## config.mk

```make
export PLATFORM = sky130hd
export DESIGN_NAME = btb_predictor
export DESIGN_NICKNAME = d
export VERILOG_FILES = /design/src/rtl/btb_predictor_pkg.sv /design/src/rtl/btb_predictor_sat_counter.sv /design/src/rtl/btb_predictor.sv
export SDC_FILE = /design/constraint.sdc
export NUM_CORES = 1
export LEC_CHECK = 0
export BUFFER_PORTS_ARGS = -buffer_cell sky130_fd_sc_hd__buf_2
export CORE_UTILIZATION = 40
export DETAILED_ROUTE_END_ITERATION = 8
export GPL_ROUTABILITY_DRIVEN = 0
export PLACE_DENSITY = 0.52
export REMOVE_ABC_BUFFERS = 1
export SYNTH_ARGS = -nofsm -noshare
export SYNTH_HDL_FRONTEND = slang
export SYNTH_SLANG_ARGS = --single-unit
```

## constraint.sdc

```tcl
create_clock -name Clk -period 6.3 [get_ports Clk]
set_clock_uncertainty 0.15 [all_clocks]
set_input_delay 0 -clock Clk [delete_from_list [all_inputs] [get_ports Clk]]
set_output_delay 0 -clock Clk [all_outputs]
set_load 0.05 [all_outputs]
```

## src/rtl/btb_predictor_pkg.sv

```systemverilog
`default_nettype none
// ============================================================================
// Module      : btb_predictor_pkg
// Description : Shared constants, counter encodings and the default-sized
//               entry type for the branch target buffer.
// Revision    : 1.0 - initial release
// ============================================================================
package btb_predictor_pkg;

    // Default PC / target width of the CPU.
    localparam int WORD_SIZE  = 16;
    localparam int INDEX_BITS = 4;
    localparam int CTR_BITS   = 2;

    // Weakly-not-taken: MSB clear, all lower bits set.
    function automatic int ctr_weak_nt(input int bits);
        return (1 << (bits - 1)) - 1;
    endfunction

    // Weakly-taken: MSB set, all lower bits clear.
    function automatic int ctr_weak_t(input int bits);
        return 1 << (bits - 1);
    endfunction

    // Entry layout at the default configuration; the predictor builds the
    // same layout from its own parameters.
    typedef struct packed {
        logic                             valid;
        logic [WORD_SIZE-INDEX_BITS-1:0]  tag;
        logic [WORD_SIZE-1:0]             target;
        logic [CTR_BITS-1:0]              ctr;
    } btb_entry_t;

endpackage
`default_nettype wire

```

## src/rtl/btb_predictor_sat_counter.sv

```systemverilog
`default_nettype none
// ============================================================================
// Module      : sat_counter
// Description : Combinational saturating up/down step of a direction counter.
//               Sticks at all-ones when incrementing and at zero when
//               decrementing.
// Revision    : 1.0 - initial release
// ============================================================================
module sat_counter #(
    parameter int CTR_BITS = 2
) (
    input  logic [CTR_BITS-1:0] i_ctr,
    input  logic                i_inc,
    output logic [CTR_BITS-1:0] o_ctr
);

    // One saturating step in the direction of i_inc.
    always_comb begin
        o_ctr = i_ctr;
        if (i_inc) begin
            if (i_ctr != {CTR_BITS{1'b1}}) o_ctr = i_ctr + CTR_BITS'(1);
        end else begin
            if (i_ctr != {CTR_BITS{1'b0}}) o_ctr = i_ctr - CTR_BITS'(1);
        end
    end

endmodule
`default_nettype wire

```

## src/rtl/btb_predictor.sv

```systemverilog
`default_nettype none
// ============================================================================
// Module      : btb_predictor
// Description : Direct-mapped branch target buffer with per-entry saturating
//               direction counters and a saturating misprediction counter.
//               Lookup is combinational; training happens on the rising edge.
//               Optional macro BTB_GSHARE_EN adds a global history register
//               that is XORed into the counter index.
// Revision    : 1.0 - initial release
// ============================================================================
module btb_predictor #(
    parameter int WORD_SIZE  = btb_predictor_pkg::WORD_SIZE,
    parameter int INDEX_BITS = btb_predictor_pkg::INDEX_BITS,
    parameter int CTR_BITS   = btb_predictor_pkg::CTR_BITS
) (
    input  logic                 Clk,
    input  logic                 Reset_N,
    input  logic [WORD_SIZE-1:0] PC,
    output logic [WORD_SIZE-1:0] Prediction,
    output logic                 pred_hit,
    output logic                 pred_taken,
    input  logic                 upd_valid,
    input  logic [WORD_SIZE-1:0] upd_pc,
    input  logic                 upd_taken,
    input  logic [WORD_SIZE-1:0] upd_target,
    input  logic                 upd_mispredict,
    output logic [WORD_SIZE-1:0] mispredict_count
);
    import btb_predictor_pkg::*;

    localparam int ENTRIES = 1 << INDEX_BITS;
    localparam int TAG_W   = WORD_SIZE - INDEX_BITS;

    localparam logic [CTR_BITS-1:0] c_WEAK_NT = CTR_BITS'(ctr_weak_nt(CTR_BITS));
    localparam logic [CTR_BITS-1:0] c_WEAK_T  = CTR_BITS'(ctr_weak_t(CTR_BITS));

    typedef struct packed {
        logic                 valid;
        logic [TAG_W-1:0]     tag;
        logic [WORD_SIZE-1:0] target;
        logic [CTR_BITS-1:0]  ctr;
    } entry_t;

    localparam entry_t c_RESET_ENTRY = '{valid: 1'b0, tag: '0, target: '0, ctr: c_WEAK_NT};

    entry_t               entry_q [ENTRIES];
    entry_t               entry_d [ENTRIES];
    logic [WORD_SIZE-1:0] mispredict_count_q, mispredict_count_d;

    logic [INDEX_BITS-1:0] w_lk_idx, w_lk_ctr_idx;
    logic [INDEX_BITS-1:0] w_up_idx, w_up_ctr_idx;
    logic [TAG_W-1:0]      w_lk_tag, w_up_tag;
    logic                  w_up_hit;
    logic [CTR_BITS-1:0]   w_ctr_next;

    assign w_lk_idx = PC[INDEX_BITS-1:0];
    assign w_lk_tag = PC[WORD_SIZE-1:INDEX_BITS];
    assign w_up_idx = upd_pc[INDEX_BITS-1:0];
    assign w_up_tag = upd_pc[WORD_SIZE-1:INDEX_BITS];

`ifdef BTB_GSHARE_EN
    logic [INDEX_BITS-1:0] ghr_q, ghr_d;

    // Counters are indexed by PC hashed with the pre-shift history.
    assign w_lk_ctr_idx = w_lk_idx ^ ghr_q;
    assign w_up_ctr_idx = w_up_idx ^ ghr_q;

    // History shifts in the resolved direction on every update.
    always_comb begin
        ghr_d = ghr_q;
        if (upd_valid) ghr_d = (ghr_q << 1) | INDEX_BITS'(upd_taken);
    end

    // History register, cleared on reset.
    always_ff @(posedge Clk) begin
        if (!Reset_N) ghr_q <= '0;
        else          ghr_q <= ghr_d;
    end
`else
    assign w_lk_ctr_idx = w_lk_idx;
    assign w_up_ctr_idx = w_up_idx;
`endif

    // Lookup reads the registered table only, so a same-cycle update is
    // not visible until the next cycle.
    assign pred_hit   = entry_q[w_lk_idx].valid && (entry_q[w_lk_idx].tag == w_lk_tag);
    assign pred_taken = pred_hit && entry_q[w_lk_ctr_idx].ctr[CTR_BITS-1];
    assign Prediction = pred_taken ? entry_q[w_lk_idx].target : PC + WORD_SIZE'(1);

    assign w_up_hit = entry_q[w_up_idx].valid && (entry_q[w_up_idx].tag == w_up_tag);

    sat_counter #(
        .CTR_BITS (CTR_BITS)
    ) u_sat_counter (
        .i_ctr (entry_q[w_up_ctr_idx].ctr),
        .i_inc (upd_taken),
        .o_ctr (w_ctr_next)
    );

    // Train the hit entry, or allocate on a taken miss (direct-mapped).
    always_comb begin
        entry_d = entry_q;
        if (upd_valid) begin
            if (w_up_hit) begin
                entry_d[w_up_ctr_idx].ctr = w_ctr_next;
                if (upd_taken) entry_d[w_up_idx].target = upd_target;
            end else if (upd_taken) begin
                entry_d[w_up_idx].valid   = 1'b1;
                entry_d[w_up_idx].tag     = w_up_tag;
                entry_d[w_up_idx].target  = upd_target;
                entry_d[w_up_ctr_idx].ctr = c_WEAK_T;
            end
        end
    end

    // Saturating misprediction count, only for qualified updates.
    always_comb begin
        mispredict_count_d = mispredict_count_q;
        if (upd_valid && upd_mispredict && (mispredict_count_q != {WORD_SIZE{1'b1}}))
            mispredict_count_d = mispredict_count_q + WORD_SIZE'(1);
    end

    // Table and counter registers; reset wins over any update.
    always_ff @(posedge Clk) begin
        if (!Reset_N) begin
            for (int i = 0; i < ENTRIES; i++) entry_q[i] <= c_RESET_ENTRY;
            mispredict_count_q <= '0;
        end else begin
            entry_q            <= entry_d;
            mispredict_count_q <= mispredict_count_d;
        end
    end

    assign mispredict_count = mispredict_count_q;

endmodule
`default_nettype wire

```

==> results.sh <==
export IMPL_outcome="finished, final reports clean"
export IMPL_maxSlewViolCount=0
export IMPL_post_cts_buffers=0
export IMPL_clockPowerShare_pct=47.7
export IMPL_grt_pass1_wl_mm=121.6
export IMPL_hold_viol=0
export IMPL_antenna_found_initial=4
export IMPL_tritoncts="done"
export IMPL_slew_headroom_pct=17.98
export IMPL_startpoint_type="flop"
export IMPL_grt_busiest_layer="met2"
export IMPL_first_pass_iters=5
export IMPL_synth_edf_count=0
export IMPL_grt_start_max_net_pins=152
export IMPL_rsz0062_at_grt="no"
export IMPL_route_antenna_remaining_nets=0
export IMPL_syn_inst=2559
export IMPL_vias_per_cell=5.657
export IMPL_cts_clk_slew_worst_paths_ns=0.06
export IMPL_die_area_um2=64560
export IMPL_drv_cap=0
export IMPL_p_per_area_nw_per_um2=254.7
export IMPL_clkSinkCount=512
export IMPL_power_leakage_nw=10.80
export IMPL_setup_tns_ns=0
export IMPL_hp_class="in2reg"
export IMPL_global_route_usage_met1_pct=34.33
export IMPL_num_vias=19481
export IMPL_synthesis_area_um2=25420
export IMPL_switching_share_pct=24.50
export IMPL_fin_nets=2607
export IMPL_drt_total_wl_mm=81.12
export IMPL_clock_root_buffer="clkbuf_16"
export IMPL_setup_viol_count_final=0
export IMPL_place_inst=3305
export IMPL_grt_pass1_vias=19058
export IMPL_fin_crit_sh_pct=73.92
export IMPL_grt_ovfl_total=0
export IMPL_ir_worst_vdd_v=0.0002149
export IMPL_diodes=0
export IMPL_cts_buffers=58
export IMPL_worstSetupPathType="reg2out"
export IMPL_fmax_mhz=214.7
export IMPL_layout_common_cells="779 x nand2_1, 512 x dfxtp_1, 259 x a21boi_0, 241 x mux2i_1, 198 x mux4_2"
export IMPL_yosysTopAreaCell="dfxtp_1"
export IMPL_clock_latency_ns=0.64
export IMPL_comb_power_share_pct=7.2
export IMPL_io_buffers=86
export IMPL_start_util_pct=40.37
export IMPL_worst_pin_slew_ns=1.230
export IMPL_htreeDepth=2
export IMPL_wl_per_cell_um=23.55
export IMPL_cp_required_ns=6.15
export IMPL_critPathArrivalTime_ns=4.51
export IMPL_pre_cts_ws_ns=1.992
export IMPL_ys_seq_elements=512
export IMPL_critPathMaxFanout=17
export IMPL_pin_count=87
export IMPL_core_area_um2=62970
export IMPL_rows=92
export IMPL_met3_usage_pct=4.159
export IMPL_yosys_top_cells_area="dfxtp_1 40%, mux4_2 18%, nand2_1 12%, mux2i_1 9.5%, a21boi_0 7.6%"
export IMPL_setup_slack_ns=1.643
export IMPL_drtIter0Drc=1632
export IMPL_drive_gt1_share_pct=18.01
export IMPL_hpwl_mm=48.96
export IMPL_async_flop_share_pct=0
export IMPL_grt_use_total_pct=25.24
export IMPL_die_y_um=254.1
export IMPL_syn_to_final_growth_pct=12.13
export IMPL_die_w_um=254.1
export IMPL_synth_top_cell_area_share_pct=40.32
export IMPL_seq_area_frac_synth_pct=40.32
export IMPL_end_kind="output port"
export IMPL_p_switching_mw=1.779
export IMPL_fin_cells=3444
export IMPL_ys_types=54
export IMPL_layout_commonest_cell="nand2_1"
export IMPL_yosys_most_used_dff="dfxtp_1"
export IMPL_pwr_share_seq_pct=45.2
export IMPL_p_int_mw=5.482
export IMPL_yosysWarnings=0
export IMPL_min_period_ns=4.657
export IMPL_grt_util_met2_pct=40.79
export IMPL_drc=0
export IMPL_cts_buffer_depth=3
export IMPL_syn_avg_cell_area_um2=9.934
-- Yosys cell counts (9+ instances only) --
library cell  count
nand3_1          27
nor2_1           41
a21oi_1          28
buf_6            14
buf_2            27
mux4_2          198
mux2i_1         241
o221ai_1         14
o21ai_0          12
buf_4            24
xor2_1           20
nand2_1         779
mux2_2           12
buf_1            13
inv_1            19
and2_1           14
xnor2_1          38
o221a_1           9
clkbuf_1        148
dfxtp_1         512
nor2b_1          21
a21boi_0        259
-- power groups by stage --
stage               sequential (mW)  combinational, mW  clock (mW)
detailed placement             3.35              0.501           0
global placement               3.35              0.496           0
CTS                            3.28              0.519        3.53
floorplan                      3.35              0.225           0
global route                   3.28              0.550        3.66
finish                         3.28              0.520        3.46
-- repair_timing --
| item | in CTS | in global routing |
|---|---|---|
| hold buffers | 33 | 0 |
| endpoints found under the setup margin | 0 | 0 |
| hold endpoints to repair | 476 | 0 |
| gates resized for setup | 0 | 0 |
-- critical path, cell delays in order (launching register included) --
cell and delay (ns):
dfxtp_1 0.35, mux4_2 0.46, mux2i_1 0.15, mux2i_1 0.16, xnor2_1 0.35, nand4_1 0.19, nor4_4 0.24, buf_4 0.22
and2_1 0.97, o21ai_1 0.45, buf_2 0.34
-- stage by stage --
step	util, %	cell area [µm²]	hold WS (ns)	total power, mW
global route	45.27	28500	0.1080	7.493
detailed placement	41.64	26220	0.2611	3.852
floorplan	-	24340	-0.07164	3.574
global placement	41.64	26220	0.2516	3.846
CTS	45.27	28500	0.02690	7.323
finish	45.27	28500	0.07469	7.262
-- sequential cells by signal (all words and copies together) (netlist names) --
signal / flops
mispredict_count: 16
entry_q: 496
-- worst paths after layout --
path	from	to	slack, ns	depth (start not counted)
min reg2reg	entry_q[420]	entry_q[420]	0.31	2
max reg2reg	entry_q[401]	entry_q[243]	2.12	10
min	upd_pc[2]	entry_q[341]	0.07	3
max	entry_q[423]	Prediction[11]	1.64	10
-- routing by layer --
metal  vias up  wire length (µm)
met5         -                 0
met4         0              2303
met3       140              5571
met2       681             37990
met1      9758             35260
li1       8902                 -
-- kinds of logic after synthesis --
| family | after synthesis | share of synthesized area (%) |
|---|---|---|
| buf+inv | 247 | 4.548 |
| xor+xnor | 58 | 1.998 |
| mux | 451 | 27.56 |
| fa+ha+maj | 4 | 0.1772 |
| flops | 512 | 40.32 |
| simple gates | 929 | 14.83 |
| compound gates | 358 | 10.56 |
-- area by class of cell --
| class | count | area [µm²] |
|---|---|---|
| Tap cell | 846 | 1059 |
| Fill cell | 5947 | 34460 |
| Clock inverter | 19 | 242.7 |
| Inverter | 21 | 78.83 |
| Sequential cell | 512 | 10250 |
| Clock buffer | 87 | 1710 |
| Timing Repair Buffer | 159 | 1094 |
| Multi-Input combinational cell | 1800 | 14070 |
Note: power is estimated with default switching activity, not from simulation.
